[config.mk]
export PLATFORM = sky130hd
export DESIGN_NAME = ray_column_scheduler
export DESIGN_NICKNAME = d
export VERILOG_FILES = /design/src/rtl/ray_pkg.sv /design/src/rtl/column_fifo.sv /design/src/rtl/ray_column_scheduler.sv
export SDC_FILE = /design/constraint.sdc
export NUM_CORES = 1
export LEC_CHECK = 0
export BUFFER_PORTS_ARGS = -buffer_cell sky130_fd_sc_hd__buf_2
export CORE_ASPECT_RATIO = 1.1
export CORE_MARGIN = 2
export CORE_UTILIZATION = 45
export CTS_CLUSTER_DIAMETER = 30
export CTS_CLUSTER_SIZE = 14
export DETAILED_ROUTE_END_ITERATION = 8
export PLACE_DENSITY = 0.69
export SETUP_SLACK_MARGIN = 0.4
export SKIP_LAST_GASP = 1
export SYNTH_ARGS = -nofsm -noshare
export SYNTH_HDL_FRONTEND = slang
export SYNTH_SLANG_ARGS = --single-unit
[constraint.sdc]
create_clock -name pixel_clk_in -period 5 [get_ports pixel_clk_in]
set_clock_uncertainty 0.1 [all_clocks]
set_input_delay 0.25 -clock pixel_clk_in [delete_from_list [all_inputs] [get_ports pixel_clk_in]]
set_output_delay 0.25 -clock pixel_clk_in [all_outputs]
set_load 0.01 [all_outputs]
[src/rtl/ray_pkg.sv]
// Shared types and constants for the raycaster column scheduler.
package ray_pkg;
  localparam int SCREEN_WIDTH  = 320;
  localparam int SCREEN_HEIGHT = 240;
  localparam int FIFO_DEPTH    = 4;

  typedef struct packed {
    logic [8:0]  hcount;
    logic [15:0] lineHeight;
    logic        wallType;
    logic [7:0]  mapData;
    logic [15:0] wallX;
  } col_t;

  typedef enum logic [1:0] {IDLE, ISSUE, DRAIN} state_e;
endpackage

[src/rtl/column_fifo.sv]
// First-word-fall-through FIFO of column results; pointers carry an extra wrap bit.
module column_fifo
  import ray_pkg::*;
#(
  parameter int DEPTH = 4
) (
  input  logic clk,
  input  logic rst_n,
  input  logic push,
  input  col_t wdata,
  input  logic pop,
  output col_t rdata,
  output logic full,
  output logic empty
);
  localparam int AW = $clog2(DEPTH);

  col_t        mem [DEPTH];
  logic [AW:0] wr_ptr_q, wr_ptr_d, rd_ptr_q, rd_ptr_d;

  always_comb begin
    wr_ptr_d = wr_ptr_q + {{AW{1'b0}}, push};
    rd_ptr_d = rd_ptr_q + {{AW{1'b0}}, pop};
  end

  always_ff @(posedge clk or negedge rst_n) begin
    if (!rst_n) begin
      wr_ptr_q <= '0;
      rd_ptr_q <= '0;
    end else begin
      wr_ptr_q <= wr_ptr_d;
      rd_ptr_q <= rd_ptr_d;
    end
  end

  // Storage needs no reset: the pointers alone define what is valid.
  always_ff @(posedge clk) begin
    if (push) mem[wr_ptr_q[AW-1:0]] <= wdata;
  end

  assign rdata = mem[rd_ptr_q[AW-1:0]];
  assign empty = (wr_ptr_q == rd_ptr_q);
  assign full  = (wr_ptr_q[AW] != rd_ptr_q[AW]) &&
                 (wr_ptr_q[AW-1:0] == rd_ptr_q[AW-1:0]);
endmodule

[src/rtl/ray_column_scheduler.sv]
// Frame controller: issues one ray per column, buffers DDA results, hands
// them to the flattener in order, with credits bounding outstanding rays.
module ray_column_scheduler
  import ray_pkg::*;
#(
  parameter int SCREEN_WIDTH  = ray_pkg::SCREEN_WIDTH,
  parameter int SCREEN_HEIGHT = ray_pkg::SCREEN_HEIGHT,
  parameter int FIFO_DEPTH    = ray_pkg::FIFO_DEPTH
) (
  input  logic        pixel_clk_in,
  input  logic        rst_in,
  input  logic        frame_start_in,
  output logic        ray_req_valid_out,
  input  logic        ray_req_ready_in,
  output logic [8:0]  ray_req_hcount_out,
  input  logic        ray_res_valid_in,
  output logic        ray_res_ready_out,
  input  logic [8:0]  ray_res_hcount_in,
  input  logic [15:0] lineHeight_in,
  input  logic        wallType_in,
  input  logic [7:0]  mapData_in,
  input  logic [15:0] wallX_in,
  output logic        col_valid_out,
  input  logic        col_ready_in,
  output logic [8:0]  col_hcount_out,
  output logic [15:0] col_lineHeight_out,
  output logic        col_wallType_out,
  output logic [7:0]  col_mapData_out,
  output logic [15:0] col_wallX_out,
  output logic        frame_busy_out,
  output logic        frame_done_out,
  output logic        order_err_out,
  output logic        overrun_out
);
  localparam int          CW       = $clog2(FIFO_DEPTH + 1);
  localparam logic [8:0]  LAST_COL = 9'(SCREEN_WIDTH - 1);
  localparam logic [15:0] MAX_LH   = 16'(SCREEN_HEIGHT);

  state_e        state_q, state_d;
  logic [8:0]    issue_cnt_q, issue_cnt_d, exp_cnt_q, exp_cnt_d, out_cnt_q, out_cnt_d;
  logic [CW-1:0] credits_q, credits_d;
  logic          order_err_q, order_err_d, overrun_q, overrun_d;
  logic          req_fire, res_fire, push, col_fire, fifo_full, fifo_empty;
  col_t          wr_col, rd_col;

  // Valid depends only on registered state, never on ray_req_ready_in.
  assign ray_req_valid_out  = (state_q == ISSUE) && (credits_q != '0);
  assign ray_req_hcount_out = issue_cnt_q;
  assign ray_res_ready_out  = !fifo_full;
  assign req_fire           = ray_req_valid_out && ray_req_ready_in;
  assign res_fire           = ray_res_valid_in && ray_res_ready_out;
  assign push               = res_fire && (state_q != IDLE);
  assign col_valid_out      = !fifo_empty;
  assign col_fire           = col_valid_out && col_ready_in;
  assign frame_busy_out     = (state_q != IDLE);
  assign frame_done_out     = (state_q == DRAIN) && col_fire && (out_cnt_q == LAST_COL);
  assign order_err_out      = order_err_q;
  assign overrun_out        = overrun_q;

  // Entries are tagged with the expected index, not the reported one.
  always_comb begin
    wr_col            = '0;
    wr_col.hcount     = exp_cnt_q;
    wr_col.lineHeight = (lineHeight_in > MAX_LH) ? MAX_LH : lineHeight_in;
    wr_col.wallType   = wallType_in;
    wr_col.mapData    = mapData_in;
    wr_col.wallX      = wallX_in;
  end

  column_fifo #(.DEPTH(FIFO_DEPTH)) u_fifo (
    .clk   (pixel_clk_in),
    .rst_n (rst_in),
    .push  (push),
    .wdata (wr_col),
    .pop   (col_fire),
    .rdata (rd_col),
    .full  (fifo_full),
    .empty (fifo_empty)
  );

  assign col_hcount_out     = rd_col.hcount;
  assign col_lineHeight_out = rd_col.lineHeight;
  assign col_wallType_out   = rd_col.wallType;
  assign col_mapData_out    = rd_col.mapData;
  assign col_wallX_out      = rd_col.wallX;

  always_comb begin
    state_d     = state_q;
    issue_cnt_d = issue_cnt_q;
    exp_cnt_d   = exp_cnt_q;
    out_cnt_d   = out_cnt_q;
    order_err_d = order_err_q;
    overrun_d   = frame_start_in && (state_q != IDLE);
    credits_d   = credits_q - CW'(req_fire) + CW'(col_fire);
    // Results with no frame active are dropped but still flagged.
    if (res_fire && ((state_q == IDLE) || (ray_res_hcount_in != exp_cnt_q))) order_err_d = 1'b1;
    if (push)     exp_cnt_d = exp_cnt_q + 9'd1;
    if (col_fire) out_cnt_d = out_cnt_q + 9'd1;
    case (state_q)
      IDLE: if (frame_start_in) begin
        state_d     = ISSUE;
        issue_cnt_d = '0;
        exp_cnt_d   = '0;
        out_cnt_d   = '0;
        order_err_d = 1'b0;
      end
      ISSUE: if (req_fire) begin
        issue_cnt_d = issue_cnt_q + 9'd1;
        if (issue_cnt_q == LAST_COL) state_d = DRAIN;
      end
      DRAIN: if (frame_done_out) state_d = IDLE;
      default: state_d = IDLE;
    endcase
  end

  always_ff @(posedge pixel_clk_in or negedge rst_in) begin
    if (!rst_in) begin
      state_q     <= IDLE;
      issue_cnt_q <= '0;
      exp_cnt_q   <= '0;
      out_cnt_q   <= '0;
      credits_q   <= CW'(FIFO_DEPTH);
      order_err_q <= 1'b0;
      overrun_q   <= 1'b0;
    end else begin
      state_q     <= state_d;
      issue_cnt_q <= issue_cnt_d;
      exp_cnt_q   <= exp_cnt_d;
      out_cnt_q   <= out_cnt_d;
      credits_q   <= credits_d;
      order_err_q <= order_err_d;
      overrun_q   <= overrun_d;
    end
  end
endmodule

==> impl_table.tex <==
\begin{tabular}{lr}
\hline
Metric & Value \\
\hline
\multicolumn{2}{l}{\textbf{Finish}} \\
\quad Number of fill cells & 1564 \\
\quad Area added between synthesis and finish & 28.06\% \\
\quad Diodes inserted & 0 \\
\quad Most frequent standard cell in the layout excluding fill and tap cells & sky130\_fd\_sc\_hd\_\_edfxtp\_1 \\
\quad Commonest cells after routing, fill and taps aside & sky130\_fd\_sc\_hd\_\_edfxtp\_1, sky130\_fd\_sc\_hd\_\_buf\_2, sky130\_fd\_sc\_hd\_\_mux4\_2, sky130\_fd\_sc\_hd\_\_clkbuf\_16, sky130\_fd\_sc\_hd\_\_dfrtp\_1 \\
\quad Final instance area & 12030 um\^{}2 \\
\quad Proportion of layout cells with a drive suffix above 1 & 34.89\% \\
\quad Final Util & 58.66\% \\
\quad Final net count & 765 \\
\multicolumn{2}{l}{\textbf{STA}} \\
\quad Slack of the critical path & 1.735 ns \\
\quad Setup repair after global routing missed its margin & false \\
\quad Transition at the pin with the smallest max-transition slack & 1.038 ns \\
\quad Count of final setup violators & 0 \\
\quad Final period util & 65.29\% \\
\quad Final Hold Violating Endpoints & 0 \\
\quad Sum Neg Setup Slack & 0 ns \\
\quad Minimum period implied by the final worst setup slack & 3.265 ns \\
\quad Peak clock frequency supported by timing & 306.3 MHz \\
\quad Max transition margin & 30.79\% \\
\quad Number of pins exceeding their max-slew limit in the final report & 0 \\
\multicolumn{2}{l}{\textbf{Global routing}} \\
\quad Wire length of the first global-routing pass & 29070 um \\
\quad Number of antenna violations at the first check in global routing & 0 \\
\quad Tot GR Track Use & 17.03\% \\
\quad Via count of the first global-routing pass & 5565 \\
\quad Overall overflow remaining after global route & 0 \\
\quad Maximum number of pins on one net before global-route repair & 53 \\
\multicolumn{2}{l}{\textbf{Setup path}} \\
\quad Worst-path fanout max & 52 \\
\quad CP startpoint kind & register \\
\quad Worst endpoint data arrival time & 3.34 ns \\
\quad Setup Crit Path Kind & register to register \\
\quad Endpoint required time on the critical path & 5.07 ns \\
\quad Cell depth of the worst flop-to-flop path & 6 \\
\quad Setup crit end kind & register \\
\quad Worst-case register-to-register setup slack & 1.74 ns \\
\quad Worst R2R Start & u\_fifo.rd\_ptr\_q[1] \\
\quad Worst r2r dst & u\_fifo.mem[3][3] \\
\multicolumn{2}{l}{\textbf{Clocking}} \\
\quad Post-CTS clock slew at the launch and capture registers of the worst setup and hold paths & 0.05 ns \\
\quad Clock Root Buffer & sky130\_fd\_sc\_hd\_\_clkbuf\_16 \\
\quad Number of buffers on the longest clock path & 3 \\
\quad Clock latency on the worst-skew pair & 0.49 ns \\
\quad Number of buffers created by CTS & 38 \\
\quad Clk sink count & 240 \\
\quad H-tree levels & 2 \\
\quad CTS tree & built \\
\quad Gates resized, CTS repair & 0 \\
\multicolumn{2}{l}{\textbf{Floorplanning}} \\
\quad DIE HEIGHT & 155.5 um \\
\quad Total die area & 22050 um\^{}2 \\
\quad Core footprint & 20510 um\^{}2 \\
\quad \# IOs & 122 \\
\quad Die extent in x & 141.8 um \\
\quad Starting density of the core & 45.81\% \\
\quad Std-Cell Rows & 55 \\
\multicolumn{2}{l}{\textbf{Power}} \\
\quad Internal & 5.275 mW \\
\quad Part of the power in combinational logic & 25.2\% \\
\quad Power per unit of standard cell area & 618.6 nW/um\^{}2 \\
\quad Peak supply drop & 0.4611 mV \\
\quad Part of the power in registers & 39.4\% \\
\quad Proportion of total power due to net switching & 29.11\% \\
\quad Net switching power & 2.167 mW \\
\quad Clock group share of total power & 35.4\% \\
\quad Leak & 4.409 nW \\
\quad Total design power & 7.442 mW \\
\multicolumn{2}{l}{\textbf{Placement}} \\
\quad Detailed-placement wirelength estimate & 10800 um \\
\quad Worst setup slack before clock tree synthesis & 1.598 ns \\
\quad Placed instance area & 10450 um\^{}2 \\
\quad Input/output buffers & 121 \\
\quad Routability congestion estimate & 0.8202 \\
\multicolumn{2}{l}{\textbf{Hold path}} \\
\quad Hold Path Class & input pin to register \\
\quad End point of the worst hold path & u\_fifo.mem[0][30] \\
\quad Hold depth & 2 \\
\quad Min-Delay Startpoint & lineHeight\_in[5] \\
\multicolumn{2}{l}{\textbf{Synth}} \\
\quad Mean Syn Cell Area & 19.13 um\^{}2 \\
\quad Compound-Gate Fraction of Synth Area & 2.997\% \\
\quad Seq/Total Area, Yosys & 74.60\% \\
\quad Dominant combinational cell family by area after synthesis & multiplexers \\
\quad Count of synthesis-stage warnings from yosys & 0 \\
\quad Asr flop ratio synth & 16.67\% \\
\quad Xor-xnor portion of the synthesized cell area & 2.144\% \\
\quad Post-Synthesis Cell Area & 9394 um\^{}2 \\
\quad Synthesized-area fraction occupied by adder cells & 1.279\% \\
\quad Main flop type after synthesis & sky130\_fd\_sc\_hd\_\_edfxtp\_1 \\
\quad Yosys reg bits & 240 \\
\quad Synth unique cells & 40 \\
\quad Mux contribution to synthesized area & 12.20\% \\
\quad Synthesized instance count & 491 \\
\quad Post-synth EDFFs & 200 \\
\quad Basic-gate share of the synthesized area counting and, or, nand and nor cells & 5.448\% \\
\multicolumn{2}{l}{\textbf{Run}} \\
\quad Total of max-cap violations & 0 \\
\multicolumn{2}{l}{\textbf{Route}} \\
\quad Drt via density & 5.227 \\
\quad Residual DRC count & 0 \\
\quad Number of vias in the routed layout & 5143 \\
\quad Detail Route Antenna Nets & 0 \\
\quad Detailed-route wire length & 18170 um \\
\quad Routed WL per cell & 18.46 um \\
\quad First-pass detailed-route iteration total & 4 \\
\quad Violation count after the first detailed-route iteration & 420 \\
\multicolumn{2}{l}{\textbf{Status}} \\
\quad Run status & finished, final reports clean \\
\hline
\end{tabular}
area by class of cell:
cell class	count	area (um^2)	share of cell area [%]
well taps	256	320.3	2.663
clock inverters	24	296.5	2.465
repair buffers	157	945.9	7.863
flip-flops and latches	240	7013	58.29
clock buffers	44	1005	8.351
inverters	10	37.54	0.3120
multi-input cells	253	2412	20.05
cell usage after synthesis (all sizes together) (2+ instances only):
cell type,number,area (um^2)
nor3,8,40.04
o31ai,7,57.55
edfxtp,200,6006
a21oi,13,65.06
ha,8,100.1
clkbuf,9,33.78
or2,3,18.77
or4,5,37.54
nand2,18,67.56
inv,10,37.54
dfrtp,39,975.9
o211ai,2,15.01
o311ai,2,17.52
nand2b,6,37.54
buf,10,50.05
o211a,2,20.02
nand4,8,50.05
xnor2,17,148.9
xor2,6,52.55
nand3,12,60.06
mux4,50,1126
nor2,10,37.54
and2,5,31.28
nor4,6,37.54
or3,9,56.30
mux2i,2,20.02
o21ai,11,55.05
o41ai,2,17.52
logic make-up (layout without fill, tap and decap cells):
| kind of cell | count (synthesis) | count (layout) |
|---|---|---|
| adders and majority gates | 9 | 9 |
| and+or+nand+nor | 95 | 95 |
| other | 1 | 32 |
| buffers and inverters | 29 | 235 |
| xor gates and xnor gates | 23 | 23 |
| DFF | 240 | 240 |
| AOI/OAI and AO/OA | 42 | 42 |
| muxes | 52 | 52 |
registers in the layout (all words and copies together), names as in the netlist:
name,flops
u_fifo.mem,200
overrun_out,1
ray_req_hcount_out,9
out_cnt_q,9
u_fifo.rd_ptr_q,3
u_fifo.wr_ptr_q,3
exp_cnt_q,9
credits_q,3
order_err_out,1
state_q,2
metrics by stage:
stage / cells / hold WS, ns
2_1_floorplan: 522 / -0.1456
3_3_place_gp: 888 / 0.3102
3_5_place_dp: 888 / 0.3294
4_1_cts: 984 / 0.01195
5_1_grt: 984 / 0.04862
6_report: 984 / 0.03272
power by group through the flow:
stage | combinational [mW] | clock (mW) | sequential [mW]
after floorplan | 1.28 | 0 | 2.90
after global placement | 1.88 | 0 | 2.93
after detailed placement | 1.91 | 0 | 2.96
after CTS | 1.94 | 2.68 | 2.93
after global routing | 2.06 | 2.77 | 2.98
final | 1.88 | 2.63 | 2.93
worst max-delay path by stage:
| stage | end | startpoint | cells past startpoint | slack [ns] |
|---|---|---|---|---|
| final | u_fifo.mem[3][3] | u_fifo.rd_ptr_q[1] | 6 | 1.74 |
| after global routing | u_fifo.mem[3][5] | u_fifo.rd_ptr_q[1] | 6 | 1.42 |
| after CTS | u_fifo.mem[3][5] | u_fifo.rd_ptr_q[1] | 6 | 1.59 |
| after detailed placement | u_fifo.mem[3][0] | u_fifo.rd_ptr_q[1] | 6 | 1.60 |
| after global placement | u_fifo.mem[3][1] | u_fifo.rd_ptr_q[1] | 6 | 1.65 |
| after floorplan | u_fifo.mem[1][0] | u_fifo.rd_ptr_q[0] | 6 | 1.26 |
metal layers:
metal  share of wire, %  global-route usage (%)
met2                 51                   29.50
met5                  0                       0
met4                1.5                   5.048
met3                6.0                   4.911
met1                 42                   20.91
critical path: stages (launching register included):
cell and delay [ns]:
sky130_fd_sc_hd__dfrtp_2 0.36, sky130_fd_sc_hd__buf_4 0.58, sky130_fd_sc_hd__xnor2_1 0.22, sky130_fd_sc_hd__a31o_4 0.35
sky130_fd_sc_hd__inv_1 0.12, sky130_fd_sc_hd__and3_2 0.78, sky130_fd_sc_hd__buf_4 0.41
timing repair:
action,CTS,global route
hold endpoints to repair,143,0
hold buffers,28,0
buffers inserted,0,0
Note: power is estimated with default switching activity, not from simulation.
